--- src/rtl/conn_manager_if.sv ---
// Control-plane bundle for conn_manager: user requests/responses, outgoing
// control packets, received peer packets and the published state stream.
interface conn_manager_if;
    logic        Req_Connect;
    logic        Req_Close;
    logic [31:0] INIT_SEQ;
    logic        Res_Connect;
    logic        conn_ok;
    logic        Res_Close;
    logic        close_ok;
    logic        hs_valid;
    logic        hs_ready;
    logic [1:0]  hs_type;
    logic [31:0] hs_seq;
    logic        peer_valid;
    logic [1:0]  peer_type;
    logic [31:0] udt_state;
    logic        state_valid;
    logic        state_ready;

    modport slave (
        input  Req_Connect, Req_Close, INIT_SEQ, hs_ready, peer_valid, peer_type, state_ready,
        output Res_Connect, conn_ok, Res_Close, close_ok, hs_valid, hs_type, hs_seq,
               udt_state, state_valid
    );

    modport master (
        output Req_Connect, Req_Close, INIT_SEQ, hs_ready, peer_valid, peer_type, state_ready,
        input  Res_Connect, conn_ok, Res_Close, close_ok, hs_valid, hs_type, hs_seq,
               udt_state, state_valid
    );
endinterface

--- src/rtl/conn_manager.sv ---
// Connection lifecycle controller: handshake with bounded retries, orderly close,
// peer shutdown handling, and a latest-wins published state stream.
module conn_manager #(
    parameter int unsigned RETRY_CYCLES = 100000,
    parameter int unsigned MAX_RETRY    = 4,
    parameter logic [31:0] INIT_STATE   = 32'h0,
    parameter logic [31:0] CONNECTING   = 32'h1,
    parameter logic [31:0] CONNECTED    = 32'h10,
    parameter logic [31:0] CLOSING      = 32'h100,
    parameter logic [31:0] CLOSED       = 32'h1000
) (
    input  logic          ctrl_s_axi_aclk,
    input  logic          ctrl_s_axi_aresetn,
    conn_manager_if.slave ctrl
);

    typedef enum logic [2:0] {
        IDLE, CONN_SEND, CONN_WAIT, ESTAB, CLOSE_SEND, CLOSE_WAIT, DOWN
    } state_t;

    localparam logic [31:0] TIMER_LAST = 32'(RETRY_CYCLES - 1);
    localparam logic [7:0]  RETRY_LAST = 8'(MAX_RETRY - 1);
    localparam logic [1:0]  PKT_HS     = 2'b01;
    localparam logic [1:0]  PKT_SHUT   = 2'b10;

    state_t      state_reg, state_next;
    logic [31:0] timer_reg, timer_next;
    logic [7:0]  retry_reg, retry_next;
    logic        hs_valid_reg, hs_valid_next;
    logic [1:0]  hs_type_reg, hs_type_next;
    logic [31:0] hs_seq_reg, hs_seq_next;
    logic        res_connect_reg, res_connect_next;
    logic        conn_ok_reg, conn_ok_next;
    logic        res_close_reg, res_close_next;
    logic        close_ok_reg, close_ok_next;
    logic [31:0] udt_state_reg;
    logic        state_valid_reg;
    logic        peer_hs, peer_shut;
    logic [31:0] code_next;
    logic        publish;

    function automatic logic [31:0] code_of(input state_t s);
        case (s)
            CONN_SEND, CONN_WAIT:   code_of = CONNECTING;
            ESTAB:                  code_of = CONNECTED;
            CLOSE_SEND, CLOSE_WAIT: code_of = CLOSING;
            DOWN:                   code_of = CLOSED;
            default:                code_of = INIT_STATE;
        endcase
    endfunction

    assign peer_hs   = ctrl.peer_valid && (ctrl.peer_type == PKT_HS);
    assign peer_shut = ctrl.peer_valid && (ctrl.peer_type == PKT_SHUT);

    always_comb begin
        state_next       = state_reg;
        timer_next       = timer_reg;
        retry_next       = retry_reg;
        hs_valid_next    = hs_valid_reg;
        hs_type_next     = hs_type_reg;
        hs_seq_next      = hs_seq_reg;
        res_connect_next = 1'b0;
        conn_ok_next     = 1'b0;
        res_close_next   = 1'b0;
        close_ok_next    = 1'b0;

        case (state_reg)
            IDLE, DOWN: begin
                if (ctrl.Req_Connect) begin
                    state_next    = CONN_SEND;
                    hs_seq_next   = ctrl.INIT_SEQ;
                    hs_valid_next = 1'b1;
                    hs_type_next  = PKT_HS;
                    retry_next    = '0;
                    timer_next    = '0;
                end
            end
            CONN_SEND: begin
                if (ctrl.hs_ready) begin
                    state_next    = CONN_WAIT;
                    hs_valid_next = 1'b0;
                    timer_next    = '0;
                end
            end
            CONN_WAIT: begin
                // A response in the expiry cycle still counts as success.
                if (peer_hs) begin
                    state_next       = ESTAB;
                    res_connect_next = 1'b1;
                    conn_ok_next     = 1'b1;
                end else if (timer_reg == TIMER_LAST) begin
                    if (retry_reg == RETRY_LAST) begin
                        state_next       = DOWN;
                        res_connect_next = 1'b1;
                    end else begin
                        state_next    = CONN_SEND;
                        retry_next    = retry_reg + 8'd1;
                        hs_valid_next = 1'b1;
                        hs_type_next  = PKT_HS;
                        timer_next    = '0;
                    end
                end else begin
                    timer_next = timer_reg + 32'd1;
                end
            end
            ESTAB: begin
                if (ctrl.Req_Close) begin
                    state_next    = CLOSE_SEND;
                    hs_valid_next = 1'b1;
                    hs_type_next  = PKT_SHUT;
                end else if (peer_shut) begin
                    state_next = DOWN;
                end
            end
            CLOSE_SEND: begin
                if (ctrl.hs_ready) begin
                    state_next    = CLOSE_WAIT;
                    hs_valid_next = 1'b0;
                    timer_next    = '0;
                end
            end
            CLOSE_WAIT: begin
                if (peer_shut || (timer_reg == TIMER_LAST)) begin
                    state_next     = DOWN;
                    res_close_next = 1'b1;
                    close_ok_next  = 1'b1;
                end else begin
                    timer_next = timer_reg + 32'd1;
                end
            end
            default: state_next = IDLE;
        endcase

        // Misplaced requests are refused; a completion in the same cycle takes the pulse.
        if (ctrl.Req_Connect && (state_reg != IDLE) && (state_reg != DOWN) && !res_connect_next)
            res_connect_next = 1'b1;
        if (ctrl.Req_Close && (state_reg != ESTAB) && !res_close_next)
            res_close_next = 1'b1;
    end

    assign code_next = code_of(state_next);
    assign publish   = (code_next != code_of(state_reg));

    always_ff @(posedge ctrl_s_axi_aclk or negedge ctrl_s_axi_aresetn) begin
        if (!ctrl_s_axi_aresetn) begin
            state_reg       <= IDLE;
            timer_reg       <= '0;
            retry_reg       <= '0;
            hs_valid_reg    <= 1'b0;
            hs_type_reg     <= '0;
            hs_seq_reg      <= '0;
            res_connect_reg <= 1'b0;
            conn_ok_reg     <= 1'b0;
            res_close_reg   <= 1'b0;
            close_ok_reg    <= 1'b0;
            udt_state_reg   <= INIT_STATE;
            state_valid_reg <= 1'b0;
        end else begin
            state_reg       <= state_next;
            timer_reg       <= timer_next;
            retry_reg       <= retry_next;
            hs_valid_reg    <= hs_valid_next;
            hs_type_reg     <= hs_type_next;
            hs_seq_reg      <= hs_seq_next;
            res_connect_reg <= res_connect_next;
            conn_ok_reg     <= conn_ok_next;
            res_close_reg   <= res_close_next;
            close_ok_reg    <= close_ok_next;
            if (publish) begin
                udt_state_reg   <= code_next;
                state_valid_reg <= 1'b1;
            end else if (ctrl.state_ready) begin
                state_valid_reg <= 1'b0;
            end
        end
    end

    assign ctrl.hs_valid    = hs_valid_reg;
    assign ctrl.hs_type     = hs_type_reg;
    assign ctrl.hs_seq      = hs_seq_reg;
    assign ctrl.Res_Connect = res_connect_reg;
    assign ctrl.conn_ok     = conn_ok_reg;
    assign ctrl.Res_Close   = res_close_reg;
    assign ctrl.close_ok    = close_ok_reg;
    assign ctrl.udt_state   = udt_state_reg;
    assign ctrl.state_valid = state_valid_reg;

endmodule
--- src/flat_wrapper.sv ---
// flat-port wrapper written by rule: the top's interface ports become plain ports
module conn_manager_flat 
#(
    parameter int unsigned RETRY_CYCLES = 100000,
    parameter int unsigned MAX_RETRY    = 4,
    parameter logic [31:0] INIT_STATE   = 32'h0,
    parameter logic [31:0] CONNECTING   = 32'h1,
    parameter logic [31:0] CONNECTED    = 32'h10,
    parameter logic [31:0] CLOSING      = 32'h100,
    parameter logic [31:0] CLOSED       = 32'h1000
)
  (ctrl_s_axi_aclk, ctrl_s_axi_aresetn, ctrl_Req_Connect, ctrl_Req_Close, ctrl_INIT_SEQ, ctrl_hs_ready, ctrl_peer_valid, ctrl_peer_type, ctrl_state_ready, ctrl_Res_Connect, ctrl_conn_ok, ctrl_Res_Close, ctrl_close_ok, ctrl_hs_valid, ctrl_hs_type, ctrl_hs_seq, ctrl_udt_state, ctrl_state_valid);
  conn_manager_if ctrl_i ();
  input  logic ctrl_s_axi_aclk;
  input  logic ctrl_s_axi_aresetn;
  input wire logic [$bits(ctrl_i.Req_Connect)-1:0] ctrl_Req_Connect;
  input wire logic [$bits(ctrl_i.Req_Close)-1:0] ctrl_Req_Close;
  input wire logic [$bits(ctrl_i.INIT_SEQ)-1:0] ctrl_INIT_SEQ;
  input wire logic [$bits(ctrl_i.hs_ready)-1:0] ctrl_hs_ready;
  input wire logic [$bits(ctrl_i.peer_valid)-1:0] ctrl_peer_valid;
  input wire logic [$bits(ctrl_i.peer_type)-1:0] ctrl_peer_type;
  input wire logic [$bits(ctrl_i.state_ready)-1:0] ctrl_state_ready;
  output wire logic [$bits(ctrl_i.Res_Connect)-1:0] ctrl_Res_Connect;
  output wire logic [$bits(ctrl_i.conn_ok)-1:0] ctrl_conn_ok;
  output wire logic [$bits(ctrl_i.Res_Close)-1:0] ctrl_Res_Close;
  output wire logic [$bits(ctrl_i.close_ok)-1:0] ctrl_close_ok;
  output wire logic [$bits(ctrl_i.hs_valid)-1:0] ctrl_hs_valid;
  output wire logic [$bits(ctrl_i.hs_type)-1:0] ctrl_hs_type;
  output wire logic [$bits(ctrl_i.hs_seq)-1:0] ctrl_hs_seq;
  output wire logic [$bits(ctrl_i.udt_state)-1:0] ctrl_udt_state;
  output wire logic [$bits(ctrl_i.state_valid)-1:0] ctrl_state_valid;
  assign ctrl_i.Req_Connect = ctrl_Req_Connect;
  assign ctrl_i.Req_Close = ctrl_Req_Close;
  assign ctrl_i.INIT_SEQ = ctrl_INIT_SEQ;
  assign ctrl_i.hs_ready = ctrl_hs_ready;
  assign ctrl_i.peer_valid = ctrl_peer_valid;
  assign ctrl_i.peer_type = ctrl_peer_type;
  assign ctrl_i.state_ready = ctrl_state_ready;
  assign ctrl_Res_Connect = ctrl_i.Res_Connect;
  assign ctrl_conn_ok = ctrl_i.conn_ok;
  assign ctrl_Res_Close = ctrl_i.Res_Close;
  assign ctrl_close_ok = ctrl_i.close_ok;
  assign ctrl_hs_valid = ctrl_i.hs_valid;
  assign ctrl_hs_type = ctrl_i.hs_type;
  assign ctrl_hs_seq = ctrl_i.hs_seq;
  assign ctrl_udt_state = ctrl_i.udt_state;
  assign ctrl_state_valid = ctrl_i.state_valid;
  conn_manager #(.RETRY_CYCLES(RETRY_CYCLES), .MAX_RETRY(MAX_RETRY), .INIT_STATE(INIT_STATE), .CONNECTING(CONNECTING), .CONNECTED(CONNECTED), .CLOSING(CLOSING), .CLOSED(CLOSED)) u_core (.ctrl_s_axi_aclk(ctrl_s_axi_aclk), .ctrl_s_axi_aresetn(ctrl_s_axi_aresetn), .ctrl(ctrl_i));
endmodule
--- config.mk ---
export PLATFORM = sky130hd
export DESIGN_NAME = conn_manager_flat
export DESIGN_NICKNAME = d
export VERILOG_FILES = /design/src/rtl/conn_manager_if.sv /design/src/rtl/conn_manager.sv /design/src/flat_wrapper.sv
export SDC_FILE = /design/constraint.sdc
export NUM_CORES = 1
export LEC_CHECK = 0
export ABC_AREA = 1
export CORE_MARGIN = 3
export CORE_UTILIZATION = 55
export CTS_CLUSTER_SIZE = 30
export DETAILED_ROUTE_END_ITERATION = 10
export PLACE_DENSITY = 0.86
export SLEW_MARGIN = 20
export SYNTH_ARGS = -nofsm -noshare
export SYNTH_HDL_FRONTEND = slang
export SYNTH_SLANG_ARGS = --single-unit
--- constraint.sdc ---
create_clock -name ctrl_s_axi_aclk -period 5.5 [get_ports ctrl_s_axi_aclk]
set_input_delay 1.65 -clock ctrl_s_axi_aclk [delete_from_list [all_inputs] [get_ports ctrl_s_axi_aclk]]
set_output_delay 1.65 -clock ctrl_s_axi_aclk [all_outputs]
set_load 0.05 [all_outputs]
==> flow_metrics.env <==
export IMPL_r2r_setup_slack_ns=2.40
export IMPL_yosysUniqueCellTypes=35
export IMPL_synth_seq_area_share=0.439
export IMPL_slowest_stage="inv_2"
export IMPL_grt_max_degree=88
export IMPL_hold_path_end="u_core.retry_reg[5]$_DFFE_PN0P_"
export IMPL_finalPower_mw=2.89
export IMPL_post_cts_buffers=0
export IMPL_syn_avg_cell_area_sq_um=8.15
export IMPL_cts_tree="built"
export IMPL_setup_slack_ns=2.00
export IMPL_ioPinCount=113
export IMPL_port_buffers=84
export IMPL_syn_inst=608
export IMPL_fmax_mhz=286
export IMPL_initial_core_util=0.568
export IMPL_finClkSkew_ns=0.0115
export IMPL_via_per_inst=5.46
export IMPL_clockBufferDepth=2
export IMPL_diodes=0
export IMPL_drive_gt1_frac=0.0967
export IMPL_dp_slack_ns=1.64
export IMPL_drt_pass1_iterations=5
export IMPL_postRouteAntennaNets=0
export IMPL_slew_viol_final=0
export IMPL_hp_class="reg2reg"
export IMPL_postCtsHoldBufs=0
export IMPL_grt_pass1_wl_microns=20100
export IMPL_cts_sinks=87
export IMPL_netlist_area_sq_um=4960
export IMPL_clock_latency_ns=0.37
export IMPL_setup_viol=0
export IMPL_antenna_found_initial=0
export IMPL_reg2reg_from="u_core.state_reg[0]$_DFF_PN0_"
export IMPL_r2r_end="u_core.timer_reg[22]$_DFFE_PN0P_"
export IMPL_cp_end_kind="flop"
export IMPL_utilization=0.681
export IMPL_vias=4373
export IMPL_fin_crit_ns=3.50
export IMPL_ys_ff_latch=87
export IMPL_drt_iter0_drc=403
export IMPL_period_share=0.637
export IMPL_clk_pin_slew_ns=0.10
export IMPL_crit_fanout=50
export IMPL_slew_headroom=0.443
export IMPL_rows=34
export IMPL_cts_made_buffers=9
export IMPL_cp_cell_sequence="clkdlybuf4s50_1 -> inv_1 -> nand3_1 -> nor2_2 -> inv_2 -> nand2_1 -> nor2_2 -> nand2_4 -> inv_2 -> nand2_1 -> a21oi_1 -> and2_1"
export IMPL_grt_setup_unrepaired="false"
export IMPL_place_congestion=0.991
export IMPL_slowest_delay_ns=0.59
export IMPL_wl_per_cell_microns=15.4
export IMPL_grtUsageTotal=0.246
export IMPL_core_sq_um=8720
export IMPL_finalHoldViolations=0
export IMPL_ys_warn_count=0
export IMPL_grt_ovfl_total=0
export IMPL_ir_drop_mv=0.396
export IMPL_cts_root_buf="clkbuf_8"
export IMPL_htreeDepth=3
export IMPL_drt_wl_total_microns=12300
export IMPL_hold_start="u_core.retry_reg[5]$_DFFE_PN0P_"
export IMPL_setup_tns_final_ns=0
export IMPL_tightest_slew_ns=0.833
export IMPL_path_buf_inv=4
export IMPL_fp_dieW_microns=101
export IMPL_nets=731
export IMPL_grt_pass1_vias=4203
export IMPL_drc=0
export IMPL_die_area_sq_um=10200
export IMPL_crit_type="in2reg"
export IMPL_hold_path_depth=2
export IMPL_dieHeight_microns=101
export IMPL_critPathLaunchType="input port"
export IMPL_critPathTopFamily="buffers and inverters"
export IMPL_cp_arrival_ns=3.81
export IMPL_hold_ws_ns=0.500
export IMPL_required_ns=5.81
export IMPL_drv_cap=0
export IMPL_status="finished, final reports clean"
export IMPL_dp_hpwl_microns=9090
export IMPL_syn_to_final_growth_pct=19.8
export IMPL_cts_resized=0
export IMPL_cellPowerDensity_nw_per_um2=487
export IMPL_r2r_cells=11
export IMPL_p_leak_nw=2.54
[how the worst max path moves through the flow]
stage | to | slack [ns] | start | cells past startpoint
after global routing | u_core.timer_reg[22]$_DFFE_PN0P_ | 1.72 | ctrl_peer_type[1] | 12
after floorplan | u_core.timer_reg[22]$_DFFE_PN0P_ | 2.69 | ctrl_peer_type[1] | 13
after global placement | u_core.timer_reg[22]$_DFFE_PN0P_ | 1.72 | ctrl_peer_type[1] | 11
after detailed placement | u_core.timer_reg[22]$_DFFE_PN0P_ | 1.64 | ctrl_peer_type[1] | 12
final | u_core.timer_reg[22]$_DFFE_PN0P_ | 2.00 | ctrl_peer_type[1] | 12
after CTS | u_core.timer_reg[22]$_DFFE_PN0P_ | 2.01 | ctrl_peer_type[1] | 12
[worst reg2reg max path, stage by stage, from the launching register on]
cell     delay [ns]
dfrtp_1        0.47
nor3_4         0.73
inv_2          0.39
nor2_1         0.28
nand3_1        0.11
nand2_1        0.12
nor2_2         0.06
nand2_4        0.15
inv_2          0.33
nand2_1        0.15
a21oi_1        0.07
and2_1         0.14
[power breakdown]
part | switching, mW | internal, mW | leakage (nW)
Clock | 0.256 | 0.171 | 0.0850
Sequential | 0.0945 | 0.808 | 1.13
Combinational | 1.07 | 0.489 | 1.33
[cell type report]
type	count	area (sq um)
clock buffers	10	128
clock inverters	6	52.6
fillers	699	2780
inverters	63	236
multi-input cells	442	2360
flip-flops and latches	87	2180
well taps	108	135
repair buffers	85	850
[cell usage after synthesis, drive strengths merged]
| master | instances | area share |
|---|---|---|
| a21oi | 21 | 0.021 |
| a31oi | 1 | 0.0013 |
| and2 | 1 | 0.0013 |
| and3 | 1 | 0.0013 |
| buf | 38 | 0.054 |
| clkbuf | 5 | 0.0038 |
| conb | 1 | 0.00076 |
| dfrtp | 87 | 0.44 |
| ha | 2 | 0.0050 |
| inv | 63 | 0.048 |
| mux2 | 32 | 0.073 |
| nand2 | 156 | 0.12 |
| nand3 | 20 | 0.021 |
| nand3b | 3 | 0.0045 |
| nand4 | 14 | 0.018 |
| nor2 | 55 | 0.047 |
| nor3 | 24 | 0.027 |
| nor3b | 2 | 0.0030 |
| nor4 | 9 | 0.011 |
| o2111ai | 5 | 0.0088 |
| o211ai | 3 | 0.0045 |
| o21ai | 35 | 0.035 |
| o31ai | 4 | 0.0061 |
| xnor2 | 1 | 0.0018 |
| xor2 | 25 | 0.044 |
[layout by cell type, fill, tap and decap left out, types with 4 or more instances in the layout]
master	Yosys	routed
nor3_1	23	23
xor2_1	25	25
dfrtp_1	87	87
a21oi_1	21	21
nor4_1	9	9
o21ai_1	16	16
nand4_1	14	14
o21ai_0	19	19
inv_1	55	55
nand2_1	154	154
nor2_2	4	4
o2111ai_1	5	5
nand3_1	19	19
mux2_2	32	32
conb_1	1	28
o31ai_1	4	4
inv_2	8	8
clkdlybuf4s50_1	0	83
nor2_1	49	49
clkbuf_8	0	9
[metrics by stage]
step | cell area [sq um] | instances
final | 5940 | 801
after global routing | 5940 | 801
after CTS | 5930 | 801
after detailed placement | 5750 | 785
after global placement | 5750 | 785
after floorplan | 5060 | 635
[routing by layer]
metal	global-route usage	routed length (microns)
met1	0.324	5060
met2	0.413	6270
met3	0.0353	754
met4	0.0920	227
met5	0	0
[kinds of logic after synthesis]
group,Yosys count,synth area share
xor gates and xnor gates,26,0.0459
buffers and inverters,106,0.105
AOI/OAI and AO/OA,69,0.0773
muxes,32,0.0727
other,1,0.000757
adders and majority gates,2,0.00505
DFF,87,0.439
and+or+nand+nor,285,0.254
(Power assumes the default switching activity.)
